### src/rtl/dtc_sample_sequencer.sv
// Sample sequencer for the 10-bit decision-tree classifier: packs a byte stream into
// feature vectors, captures the prediction with its label, and keeps accuracy counters.
module dtc_sample_sequencer #(
  parameter int CNT_W    = 16,
  parameter int PRED_LAT = 0
) (
  input  logic             clk,
  input  logic             rst,
  input  logic [7:0]       in_data,
  input  logic             in_valid,
  output logic             in_ready,
  output logic [9:0]       feat,
  input  logic             pred,
  output logic             res_valid,
  input  logic             res_ready,
  output logic             res_pred,
  output logic             res_label,
  input  logic             clr_stats,
  output logic [CNT_W-1:0] total_cnt,
  output logic [CNT_W-1:0] correct_cnt
);

  typedef enum logic [1:0] {ST_LO, ST_HI, ST_EVAL, ST_HOLD} state_t;

  localparam logic [2:0] LAT = 3'(PRED_LAT);

  function automatic logic [CNT_W-1:0] sat_inc(input logic [CNT_W-1:0] v);
    return (&v) ? v : v + CNT_W'(1);
  endfunction

  state_t           state_q, state_d;
  logic [9:0]       feat_q, feat_d;
  logic             label_q, label_d;
  logic [2:0]       wait_q, wait_d;
  logic             in_ready_q, in_ready_d;
  logic             res_valid_q, res_valid_d;
  logic             res_pred_q, res_pred_d;
  logic             res_label_q, res_label_d;
  logic [CNT_W-1:0] total_q, total_d;
  logic [CNT_W-1:0] correct_q, correct_d;

  logic xfer;
  logic res_hs;

  // Byte1 bits [6:2] carry no information for the classifier.
  logic unused_byte1_bits;
  assign unused_byte1_bits = ^in_data[6:2];

  assign xfer   = in_valid && in_ready_q;
  assign res_hs = res_valid_q && res_ready;

  always_comb begin
    state_d     = state_q;
    feat_d      = feat_q;
    label_d     = label_q;
    wait_d      = wait_q;
    in_ready_d  = in_ready_q;
    res_valid_d = res_valid_q;
    res_pred_d  = res_pred_q;
    res_label_d = res_label_q;
    total_d     = total_q;
    correct_d   = correct_q;

    unique case (state_q)
      ST_LO: begin
        if (xfer) begin
          feat_d[7:0] = in_data;
          state_d     = ST_HI;
        end
      end
      ST_HI: begin
        if (xfer) begin
          feat_d[9:8] = in_data[1:0];
          label_d     = in_data[7];
          wait_d      = LAT;
          in_ready_d  = 1'b0;
          state_d     = ST_EVAL;
        end
      end
      ST_EVAL: begin
        // feat has been stable since entry, so pred reflects this sample once the wait expires.
        if (wait_q == 3'd0) begin
          res_pred_d  = pred;
          res_label_d = label_q;
          res_valid_d = 1'b1;
          state_d     = ST_HOLD;
        end else begin
          wait_d = wait_q - 3'd1;
        end
      end
      ST_HOLD: begin
        if (res_ready) begin
          res_valid_d = 1'b0;
          in_ready_d  = 1'b1;
          state_d     = ST_LO;
        end
      end
      default: state_d = ST_LO;
    endcase

    // A clear discards a coincident handshake rather than counting it.
    if (clr_stats) begin
      total_d   = '0;
      correct_d = '0;
    end else if (res_hs) begin
      total_d = sat_inc(total_q);
      if (res_pred_q == res_label_q) correct_d = sat_inc(correct_q);
    end
  end

  always_ff @(posedge clk) begin
    if (rst) begin
      state_q     <= ST_LO;
      feat_q      <= '0;
      label_q     <= 1'b0;
      wait_q      <= '0;
      in_ready_q  <= 1'b1;
      res_valid_q <= 1'b0;
      res_pred_q  <= 1'b0;
      res_label_q <= 1'b0;
      total_q     <= '0;
      correct_q   <= '0;
    end else begin
      state_q     <= state_d;
      feat_q      <= feat_d;
      label_q     <= label_d;
      wait_q      <= wait_d;
      in_ready_q  <= in_ready_d;
      res_valid_q <= res_valid_d;
      res_pred_q  <= res_pred_d;
      res_label_q <= res_label_d;
      total_q     <= total_d;
      correct_q   <= correct_d;
    end
  end

  assign in_ready    = in_ready_q;
  assign feat        = feat_q;
  assign res_valid   = res_valid_q;
  assign res_pred    = res_pred_q;
  assign res_label   = res_label_q;
  assign total_cnt   = total_q;
  assign correct_cnt = correct_q;

endmodule

### config.mk
export PLATFORM = sky130hd
export DESIGN_NAME = dtc_sample_sequencer
export DESIGN_NICKNAME = d
export VERILOG_FILES = /design/src/rtl/dtc_sample_sequencer.sv
export SDC_FILE = /design/constraint.sdc
export NUM_CORES = 1
export LEC_CHECK = 0
export CORE_ASPECT_RATIO = 1.4
export CORE_MARGIN = 2
export CORE_UTILIZATION = 54
export DETAILED_ROUTE_END_ITERATION = 16
export PLACE_DENSITY = 0.86
export SLEW_MARGIN = 20
export SYNTH_ARGS = -nofsm -noshare
export SYNTH_HDL_FRONTEND = slang
export SYNTH_SLANG_ARGS = --single-unit
export TNS_END_PERCENT = 5
### constraint.sdc
create_clock -name clk -period 3.5 [get_ports clk]
set_input_delay 0.35 -clock clk [delete_from_list [all_inputs] [get_ports clk]]
set_output_delay 0.35 -clock clk [all_outputs]
set_load 0.005 [all_outputs]
==> results of run 1 <==
[final cells by class]
| class | count | area share |
|---|---|---|
| Clock buffer | 5 | 0.02088 |
| Inverter | 12 | 0.01367 |
| Multi-Input combinational cell | 220 | 0.4400 |
| Sequential cell | 52 | 0.3159 |
| Tap cell | 62 | 0.02354 |
| Timing Repair Buffer | 62 | 0.1860 |
[flip-flops by register name (all words and copies together) (netlist names), 2 cells and up]
register,count
correct_cnt,16
total_cnt,16
feat,10
wait_q,3
state_q,2
[power by group]
part	switching [mW]	internal, mW	leakage, nW
Clock	0.188	0.130	0.0359
Combinational	0.210	0.220	0.746
Sequential	0.0609	0.651	0.421
[stage by stage]
step / hold slack (ps) / power [mW] / std cells
3_5_place_dp: 463.2 / 1.156 / 408
2_1_floorplan: 445.0 / 0.9972 / 296
3_3_place_gp: 455.0 / 1.131 / 408
6_report: 473.8 / 1.458 / 413
5_1_grt: 518.7 / 1.547 / 413
4_1_cts: 475.8 / 1.468 / 413
[synthesized netlist by cell type, types with 2 or more instances]
library cell	instances	area, sq um
a211oi_1	4	30.03
o41ai_1	3	26.28
nor4_1	6	37.54
buf_4	2	15.01
nand2_1	20	75.07
and3_1	5	31.28
clkbuf_1	5	18.77
o311ai_0	3	26.28
or3_1	10	62.56
buf_2	2	10.01
nand3_1	11	55.05
nor3_1	4	20.02
xor2_1	2	17.52
nor2b_1	2	12.51
a41o_1	3	30.03
a21oi_1	22	110.1
mux2i_1	18	180.2
or4_1	8	60.06
nand4b_1	2	17.52
dfxtp_1	52	1041
nand4_1	11	68.82
inv_1	12	45.04
o211ai_1	2	15.01
o31ai_1	10	75.07
nor2_1	30	112.6
a31oi_1	4	25.02
o21ai_0	11	55.05
ha_1	9	112.6
[per-layer routing]
| layer | track usage | up-vias | part of all wire |
|---|---|---|---|
| met2 | 0.4565 | 68 | 0.52 |
| met5 | 0 | - | 0 |
| met1 | 0.2714 | 1212 | 0.42 |
| li1 | - | 1229 | - |
| met3 | 0.04987 | 4 | 0.048 |
| met4 | 0.07677 | 0 | 0.012 |
[logic make-up (layout without fill, tap and decap cells)]
kind of cell	Yosys count	after routing
mux	18	18
compound gates	69	69
buf+inv	24	79
simple gates	121	121
flops	52	52
xor+xnor	3	3
fa+ha+maj	9	9
[critical path: cells and delay by family]
kind                   cells  cell delay (ps)
buffers and inverters      1              690
AOI/OAI and AO/OA          1              150
and+or+nand+nor            3             1020
[worst paths after layout]
check / from / end / slack [ps] / cells past startpoint
setup / recovery: res_ready / total_cnt[8] / 1530 / 5
hold / removal: wait_q[0] / wait_q[0] / 470 / 2
setup reg to reg: total_cnt[0] / total_cnt[8] / 1620 / 5
hold reg to reg: wait_q[0] / wait_q[0] / 470 / 2
==> out/metrics.cfg, run 1 <==
[grt]
grt_pass1_vias=2448
track_usage=0.2425
grt_max_degree=26
grt_overflow=0
grt_pass1_wl_mm=10.79
antenna_found_initial=0

[worst_setup_path]
path_cells=clkdlybuf4s50_1 > and3_1 > nand3_1 > or4_2 > a21oi_1
worst-path-max-fanout=9
cp_slowest_cell=clkdlybuf4s50_1
cp-start-kind=primary input
max_stage_delay_ps=690
cp-end-kind=register
critical_path_class=in -> reg
crit_required_ps=3740
critPathArrivalTime_ps=2210

[yosys]
synth_area_sq_um=2600
synth_seq_area_share=0.4004
synthMuxAreaShare=0.06930
synth_xor_area_frac=0.01299
synth_edf_count=0
yosysWarnings=0
synth-main-ff-cell=dfxtp_1
yosysUniqueCellTypes=51
syn_area_per_cell_sq_um=8.784
synthSimpleGateAreaFrac=0.2565
synth-seq-cells=52
synth-compound-area-share=0.1756
synth_top_family_by_area=simple AND/OR/NAND/NOR gates
synthAdderAreaFrac=0.04331
async_flop_share=0
syn_inst=296
syn_nets=319

[drt]
routed_wl_mm=6.088
drc=0
route.vias.total=2513
wl_per_cell_um=14.74
dr.pass1.iters=4
vias_per_cell=6.085
postRouteAntennaNets=0
drt_iter0_drc=213

[power_and_ir_drop]
power_density_nw_per_um2=442.4
p_leak_nw=1.203
peakVddDrop_v=0.0003576

[min_path]
hp-class=reg -> reg

[clock_tree]
cts_tree=built
clock_latency_ps=300
cts_root_buf=clkbuf_8
cts_setup_buffers=0
path_clk_slew_ps=90
cts-hold-fix-buffers=0
h-tree-depth=2
cts.sinks=52
cts_max_path_buffers=2
cts_resized=0
cts-buffers-inserted=5

[sta]
grt_setup_unrepaired=false
timing.fmax_ghz=0.5063
relSlewSlack=0.5841
min_period_ps=1975
finalSetupViolCount=0
timing.setup.tns_ps=0
worst_slew_pin_slew_ps=618.2
min_period_over_period=0.5643
skew_ps=5.155
finalMaxSlewViolations=0
fin_ws_ps=1525
finalHoldViolCount=0

[final_layout]
final_area_sq_um=3296
fill_cells=374
seqCellArea_sq_um=1041
drive_gt1_frac=0.05413
antenna_cells=0
utilization=0.7209
syn_to_final_growth_pct=26.76
multi_input_area_sq_um=1450
fin_nets=376
final_common_cell=clkdlybuf4s50_1
final_cell_mix=59 x clkdlybuf4s50_1, 52 x dfxtp_1, 30 x nor2_1, 22 x a21oi_1, 20 x nand2_1

[floorplanning]
dieWidth_um=62.65
start_util=0.5687
rows=29
die_height_um=86.10
dieArea_sq_um=5394
pin_count=60
core_sq_um=4572

[placement]
dpl_cell_area_sq_um=3227
io_buffers=59
place_worst_setup_slack_ps=1214
place_congestion=0.8033
dp_hpwl_mm=4.429

[flow_run]
drv_cap=0

[status]
status=finished, final reports clean

(Power assumes the default switching activity.)
==> run 2: changes to the inputs <==
CORE_UTILIZATION = 50   (was 54)
PLACE_DENSITY = 0.81   (was 0.86)
clock period = 2 ns   (was 3.5 ns; I/O delays follow)
==> out/metrics.cfg, run 2 (synthesis gave the netlist of run 1 again) <==
[status]
status=finished, final reports clean

[worst_setup_path]
critical_path_class=reg -> reg
crit_required_ps=2240  ; -1500 ps
worst-path-max-fanout=5  ; -4
critPathArrivalTime_ps=2100  ; -110 ps
cp-end-kind=register
cp-start-kind=register

[drt]
dr.pass1.iters=4  ; unchanged
drc=0  ; unchanged
wl_per_cell_um=14.52  ; -1.5%
vias_per_cell=5.830  ; -4.2%
routed_wl_mm=6.242  ; +2.5%
drt_iter0_drc=113  ; -47%
postRouteAntennaNets=0  ; unchanged
route.vias.total=2507  ; -0.24%

[clock_tree]
h-tree-depth=2  ; unchanged
clock_latency_ps=310  ; about the same
cts_setup_buffers=0  ; unchanged
cts-buffers-inserted=5  ; unchanged
cts_root_buf=clkbuf_8
cts.sinks=52  ; unchanged
cts_tree=built
path_clk_slew_ps=90  ; about the same
cts_max_path_buffers=2  ; unchanged
cts_resized=0  ; unchanged
cts-hold-fix-buffers=0  ; unchanged

[grt]
antenna_found_initial=0  ; unchanged
grt_pass1_wl_mm=10.12  ; -6.3%
grt_overflow=0  ; unchanged
grt_max_degree=24  ; -7.7%
track_usage=0.2196  ; -0.02287
grt_pass1_vias=2279  ; -6.9%

[sta]
finalSetupViolCount=0  ; unchanged
finalHoldViolCount=0  ; unchanged
min_period_ps=1859
timing.setup.tns_ps=0  ; unchanged
worst_slew_pin_slew_ps=583.5  ; -34.76 ps
relSlewSlack=0.6080  ; +0.02398
timing.fmax_ghz=0.5378
skew_ps=8.346  ; +3.191 ps
finalMaxSlewViolations=0  ; unchanged
min_period_over_period=0.9297
grt_setup_unrepaired=false

[floorplanning]
core_sq_um=5081  ; +11%
rows=31  ; +6.9%
start_util=0.5117  ; -0.05700
dieArea_sq_um=5801  ; +7.5%
pin_count=60  ; unchanged
dieWidth_um=64.95  ; +3.7%
die_height_um=89.32  ; +3.7%

[final_layout]
antenna_cells=0  ; unchanged
final_common_cell=clkdlybuf4s50_1
drive_gt1_frac=0.08242  ; +0.02829
syn_to_final_growth_pct=30.65
fin_nets=386  ; +2.7%
final_cell_mix=59 x clkdlybuf4s50_1, 52 x dfxtp_1, 30 x nor2_1, 22 x a21oi_1, 20 x nand2_1

[min_path]
hp-class=reg -> reg

[placement]
io_buffers=59  ; unchanged
place_congestion=0.8094  ; +0.76%
dp_hpwl_mm=4.546  ; +2.6%

[power_and_ir_drop]
peakVddDrop_v=0.0006098  ; +71%
p_leak_nw=1.264  ; +5.1%
finalPower_mw=2.610  ; +79%
power_density_nw_per_um2=768.4  ; +74%

[flow_run]
drv_cap=0  ; unchanged

## run 2: cell count changes in the layout (fill, tap and decap cells not counted), sizes merged
cell,before,now
clkbuf,5,8
buf,3,13
## run 2: worst paths after layout
check / from / slack [ps] / cells after the start / to
worst max register to register: total_cnt[0] / 140 / 5 / total_cnt[8]
worst min register to register: wait_q[0] / 470 / 2 / wait_q[0]
worst min-delay path: wait_q[0] / 470 / 2 / wait_q[0]
worst max-delay path: total_cnt[0] / 140 / 5 / total_cnt[8]
## run 2: cell type report
type	count	area [sq um]
fillers	433	1684
well taps	66	82.58
multi-input cells	220	1450
flip-flops and latches	52	1041
inverters	12	45.04
clock buffers	8	90.09
repair buffers	72	688.2
## run 2: report_power, final
group	internal, mW	switching, mW
logic	0.387	0.363
registers	1.14	0.101
clock network	0.283	0.337
## run 2: worst max-delay path: stages (launching register included)
cell     delay, ps
dfxtp_1        430
ha_1           270
and3_1         200
nand3_1        150
or4_2          580
a21oi_1        160
## run 2: layer usage
layer / vias to the layer above / track usage / share of wire
li1: 1254 / - / -
met1: 1171 / 0.2359 / 0.41
met2: 71 / 0.4002 / 0.51
met3: 11 / 0.06423 / 0.063
met4: 0 / 0.09284 / 0.018
met5: - / 0 / 0
## run 2: through the flow
step	util	std cells	hold WS, ps	cell area [sq um]	worst slack [ps]
floorplan	-	296	343.9	2600	332.9
global placement	0.6508	422	453.3	3307	98.46
detailed placement	0.6508	422	461.6	3307	42.54
CTS	0.6686	430	475.2	3397	146.9
global route	0.6686	430	508.8	3397	20.15
finish	0.6686	430	472.8	3397	140.7
==> run 3: changes to the inputs <==
HOLD_SLACK_MARGIN = 0.15   (was default)
==> results of run 3 <==
Final layout, timing and power as in run 2 (identical DEF).
